[config.mk]
export PLATFORM = sky130hd
export DESIGN_NAME = bcd_bin_conv_n
export DESIGN_NICKNAME = d
export VERILOG_FILES = /design/src/rtl/bcd_bin_conv_n.sv
export SDC_FILE = /design/constraint.sdc
export NUM_CORES = 1
export LEC_CHECK = 0
export BUFFER_PORTS_ARGS = -buffer_cell sky130_fd_sc_hd__buf_2
export CORE_ASPECT_RATIO = 1.2
export CORE_MARGIN = 2
export CORE_UTILIZATION = 35
export DETAILED_ROUTE_END_ITERATION = 6
export PLACE_DENSITY = 0.66
export SLEW_MARGIN = 20
export SYNTH_ARGS = -nofsm -noshare
export SYNTH_HDL_FRONTEND = slang
export SYNTH_SLANG_ARGS = --single-unit
[constraint.sdc]
create_clock -name clk -period 2 [get_ports clk]
set_input_delay 0.2 -clock clk [delete_from_list [all_inputs] [get_ports clk]]
set_output_delay 0.2 -clock clk [all_outputs]
set_load 0.02 [all_outputs]
[src/rtl/bcd_bin_conv_n.sv]
// Sequential BCD-to-binary converter using reverse double-dabble, one bit per clock.
// Non-decimal digits are flagged through err and skip the shifting phase.
module bcd_bin_conv_n #(
  parameter int unsigned DIGITS = 4,
  parameter int unsigned BW     = 14
) (
  input  logic                  clk,
  input  logic                  rst_n,
  input  logic                  start,
  input  logic [4*DIGITS-1:0]   bcd,
  output logic [BW-1:0]         bin,
  output logic                  ready,
  output logic                  done_tick,
  output logic                  err
);

  localparam int unsigned BcdW = 4 * DIGITS;
  localparam int unsigned CntW = $clog2(BW + 1);

  typedef enum logic [1:0] {StIdle, StOp, StDone} state_t;

  state_t            state_q, state_d;
  logic [BcdW-1:0]   b_q, b_d;
  logic [BW-1:0]     a_q, a_d;
  logic [CntW-1:0]   n_q, n_d;
  logic [BW-1:0]     bin_q, bin_d;
  logic              err_q, err_d;

  logic              bad_digit;
  logic [BcdW-1:0]   b_raw, b_fix;
  logic [BW-1:0]     a_shift;

  always_comb begin
    bad_digit = 1'b0;
    for (int i = 0; i < DIGITS; i++) begin
      if (bcd[4*i +: 4] > 4'd9) bad_digit = 1'b1;
    end
  end

  // Shift {b,a} right, then pull every BCD digit of value 8..15 back by 3.
  always_comb begin
    b_raw   = b_q >> 1;
    a_shift = {b_q[0], a_q[BW-1:1]};
    b_fix   = b_raw;
    for (int i = 0; i < DIGITS; i++) begin
      if (b_raw[4*i+3]) b_fix[4*i +: 4] = b_raw[4*i +: 4] - 4'd3;
    end
  end

  always_comb begin
    state_d = state_q;
    b_d     = b_q;
    a_d     = a_q;
    n_d     = n_q;
    bin_d   = bin_q;
    err_d   = err_q;
    unique case (state_q)
      StIdle: begin
        if (start) begin
          b_d = bcd;
          a_d = '0;
          n_d = CntW'(BW);
          if (bad_digit) begin
            err_d   = 1'b1;
            bin_d   = '0;
            state_d = StDone;
          end else begin
            err_d   = 1'b0;
            state_d = StOp;
          end
        end
      end
      StOp: begin
        b_d = b_fix;
        a_d = a_shift;
        n_d = n_q - CntW'(1);
        if (n_q == CntW'(1)) begin
          bin_d   = a_shift;
          state_d = StDone;
        end
      end
      StDone:  state_d = StIdle;
      default: state_d = StIdle;
    endcase
  end

  always_ff @(posedge clk or negedge rst_n) begin
    if (!rst_n) begin
      state_q <= StIdle;
      b_q     <= '0;
      a_q     <= '0;
      n_q     <= '0;
      bin_q   <= '0;
      err_q   <= 1'b0;
    end else begin
      state_q <= state_d;
      b_q     <= b_d;
      a_q     <= a_d;
      n_q     <= n_d;
      bin_q   <= bin_d;
      err_q   <= err_d;
    end
  end

  assign bin       = bin_q;
  assign err       = err_q;
  assign ready     = (state_q == StIdle);
  assign done_tick = (state_q == StDone);

endmodule
# Yosys cells after proc, flatten, opt, wreduce, memory -nomap -nowiden

Index checks and enable logic that the tools add are counted.

Add/sub/neg operators: 4
Order comparisons: 4
Equal/unequal tests: 6
Mux-type cells: 22
Reductions and logical operators: 6

Operator list:

| cell                | number |
|---|---|
| $mux 14             | 4 |
| $pmux 14 s2         | 2 |
| $pmux 16 s2         | 1 |
| $gt 4x4->1 const B  | 4 |
| $mux 16             | 1 |
| $mux 4              | 4 |
| $sub 4x2->4 const B | 3 |
| $pmux 4 s2          | 1 |
| $mux 2              | 3 |
| $reduce_and 2->1    | 3 |
| $mux 1              | 5 |
| $eq 4x1->1 const B  | 1 |
| $ne 2x2->1 const B  | 2 |
| $pmux 2 s2          | 1 |
| $reduce_and 4->1    | 1 |
| $sub 4x1->4 const B | 1 |
| $eq 2x1->1 const B  | 1 |
| $eq 2x2->1 const B  | 1 |
| $logic_not 2->1     | 1 |
| $ne 2x1->1 const B  | 1 |
| $reduce_bool 2->1   | 1 |

Bits in registers: 51
Input port bits: 19
Output and inout port bits: 17
Word-level logic and storage cells: 48

# Depth between registers and ports, before layout

Word-level depth: 8
Gate-level depth with buffers: 6
Mapped depth without buffers: 5

# Least setup slack after synthesis

No wires, ideal clock.

Path type: reg2reg
Start: register state_q[1]
End: register bin_q[5], in the netlist bin[5]
Setup time: 126 ps
Data arrival time: 1437 ps
Required time: 1874 ps
Setup slack: 436 ps
Cell stages (with the launch flop): 7
Path buffers: 3
Period minus slack after synthesis: 1564 ps
Cell sequence: dfrtp_1 > buf_2 > or3b_1 > buf_6 > a41oi_4 > buf_6 > o21ai_0

Cells in the longest elaborated chain, start to end: 3
Elaborated cells between the ends (all ways): 8
Classes of those cells: eq/ne (4); mux (1); reduce/logical (3)

RTL lines:

| element                                             | RTL line | text |
|---|---|---|
| start: declaration                                  | 22       | `state_t state_q, state_d;` |
| start signal: assignment                            | 89       | `state_q <= StIdle;` |
| start signal: assignment                            | 96       | `state_q <= state_d;` |
| $eq 2x1->1 or $logic_not 2->1 (tied branches)       | 57       | `unique case (state_q)` |
| $ne 2x2->1 (no source line) (tied with other cells) | n/a      |  |
| $reduce_and 4->1 (no source line)                   | n/a      |  |
| end signal: assignment                              | 100      | `bin_q <= bin_d;` |
| end: declaration                                    | 26       | `logic [BW-1:0] bin_q, bin_d;` |

Parallel ways exist; a longest one is shown, timed or not.
A chain may end at the register's enable or synchronous reset.

# Final worst setup path

Start: register state_q[1]
End: register bin_q[7], in the netlist bin[7]

The elaborated chain is that of the path after synthesis.

==> impl_metrics.json <==
{
  "cts_tree": "built",
  "hold-worst-slack_ps": 153,
  "ios": 36,
  "layout-drive-gt1-share": 0.219,
  "grt.busiest_layer": "met2",
  "setup_viol": 0,
  "antenna_found_initial": 0,
  "syn_avg_cell_area_sq_um": 10.5,
  "rsz0062_at_grt": "false",
  "core_sq_um": 6490,
  "min_period_ps": 1690,
  "stdcell_area_sq_um": 2790,
  "area_growth_pct": 18.2,
  "use_met1": 0.199,
  "tightest_slew_ps": 514,
  "tns_ps": 0,
  "yosys_warnings": 0,
  "dpl.cell_count": 341,
  "detailed_place_hpwl_mm": 3.63,
  "cts_resized": 0,
  "synth.distinct_cells": 38,
  "cp-end-kind": "flop",
  "arrival_ps": 1840,
  "p_per_area_nw_per_um2": 1110,
  "clock_skew_ps": 7.68,
  "synth_seq_area_share": 0.529,
  "grt_util_all_layers": 0.149,
  "start_util": 0.364,
  "maxCapViolCount": 0,
  "cts_buffers": 5,
  "timing.final.hold_violations": 0,
  "cts_max_level": 2,
  "routed_via_density": 5.34,
  "crit_path_start_kind": "flop",
  "gp_congestion": 0.765,
  "io_buffers": 35,
  "n_fill_cell": 664,
  "clk_pin_slew_ps": 90,
  "grt-ovfl-total": 0,
  "fin_crit_sh": 0.845,
  "synth_nets": 250,
  "seq_area_sq_um": 1250,
  "die_h_microns": 94.0,
  "first_global_vias": 1889,
  "rows": 32,
  "grt_max_degree": 35,
  "synth-edff-count": 0,
  "fin_nets": 288,
  "max_slew_margin": 0.657,
  "synth_top_area_cell": "dfrtp_1",
  "synth_area_leaders": "dfrtp_1 (53%), o21ai_0 (6.6%), a22o_1 (5.2%)",
  "placed_area_sq_um": 2670,
  "irDropWorstVdd_uv": 418,
  "synthArstFlopShare": 1.00,
  "met2_usage": 0.254,
  "outcome": "complete, no violations",
  "required_ps": 2150,
  "leakagePower_nw": 1.29,
  "drt-initial-drc-count": 77,
  "clock_latency_ps": 290,
  "cts_max_path_buffers": 2,
  "first_pass_iters": 4,
  "grt_first_pass_wirelength_mm": 8.80,
  "diodes": 0,
  "syn_inst": 226,
  "multi_input_area_sq_um": 1020,
  "hold_path_class": "input pin to flop",
  "max_freq_mhz": 592,
  "synth_seq_cells": 50,
  "clkSinkCount": 50,
  "antenna_left": 0,
  "final_cells": 350,
  "synth_top_area_share": 0.529,
  "netlist_area_sq_um": 2360,
  "routedWlPerCell_microns": 14.8,
  "dieArea_sq_um": 7430,
  "drc_errors": 0,
  "met3_usage": 0.0212,
  "cts_root_buf": "clkbuf_8",
  "slew_violations": 0,
  "synth-main-ff-cell": "dfrtp_1",
  "dr_total_vias": 1870,
  "cp_max_fo": 15,
  "worstSetupPathType": "flop to flop",
  "drt_wl_total_mm": 5.20,
  "die_w_microns": 79.0
}
==> worst paths after layout <==
kind / start / endpoint / slack, ps / depth (start not counted)
max: state_q[1]$_DFFE_PN0P_ / bin[7]$_DFFE_PN0P_ / 310 / 3
min: bcd[15] / b_q[15]$_DFFE_PN0P_ / 150 / 2
max reg2reg: state_q[1]$_DFFE_PN0P_ / bin[7]$_DFFE_PN0P_ / 310 / 3
min reg2reg: b_q[15]$_DFFE_PN0P_ / b_q[15]$_DFFE_PN0P_ / 520 / 1
max in group asynchronous: rst_n / bin[6]$_DFFE_PN0P_ / 1060 / 3
min in group asynchronous: rst_n / bin[3]$_DFFE_PN0P_ / 410 / 2
==> flip-flops by register name, summed over array words and instances, names as in the netlist <==
register and flops:
state_q 2, a_q 13, n_q 4, err 1, b_q 16, bin 14
==> metrics by stage <==
stage	total power [mW]	utilization	setup WS [ps]
3_5_place_dp	2.41	0.412	267
5_1_grt	3.33	0.431	195
4_1_cts	3.12	0.431	281
2_1_floorplan	2.13	-	436
6_report	3.10	0.431	310
3_3_place_gp	2.39	0.412	365
==> cells in the final DEF, fill, tap and decap left out, drive strengths merged, types with 4 or more instances in the layout <==
cell and n:
a21oi 8, a22o 14, buf 46, clkbuf 6, dfrtp 50, ha 5, inv 4, mux2i 6
nand2 12, nand3 16, nor2 9, nor2b 7, o21ai 35, o22ai 7
==> critical path: stages, from the launching register on <==
cell and delay, ps:
dfrtp_1 500, or3b_1 450, a41oi_4 420, o21ai_0 180
==> report_power, final <==
group	switching, mW	total, mW	internal [mW]
registers	0.232	1.45	1.22
clock network	0.329	0.702	0.374
logic	0.499	0.944	0.445
total	1.06	3.10	2.04
==> kinds of logic after synthesis <==
logic type | after synthesis | share of synthesized area
fa+ha+maj | 5 | 0.0265
compound gates | 83 | 0.231
mux | 7 | 0.0302
buf+inv | 20 | 0.0408
simple gates | 55 | 0.120
xor+xnor | 6 | 0.0222
flops | 50 | 0.529
==> per-layer routing <==
| metal | vias to the layer above | share of wire |
|---|---|---|
| met3 | 2 | 0.025 |
| met1 | 948 | 0.47 |
| met2 | 23 | 0.50 |
| met4 | 0 | 0.0060 |
| met5 | - | 0 |
| li1 | 897 | - |
==> cells in the mapped netlist (all sizes together) (3+ instances only) <==
master / count
o22ai: 7
xnor2: 3
nor2b: 7
dfrtp: 50
mux2i: 6
a21oi: 8
nand2: 12
o21ai: 35
buf: 7
clkbuf: 9
a22o: 14
o31ai: 3
a31oi: 3
inv: 4
nand3: 16
nor2: 9
xor2: 3
a211oi: 3
o22a: 3
ha: 5
==> timing repair <==
item / CTS / global route
hold buffers: 1 / 0
hold endpoints to repair: 20 / 0
buffers inserted: 0 / 0
setup endpoints to repair: 0 / 0
==> area by class of cell <==
cell class	count	share of cell area
multi-input combinational	156	0.365
tap	85	0.0381
clock buffer	6	0.0260
clock inverter	2	0.0134
sequential	50	0.448
timing repair buffer	47	0.105
inverter	4	0.00537
Note: power is estimated with default switching activity, not from simulation.
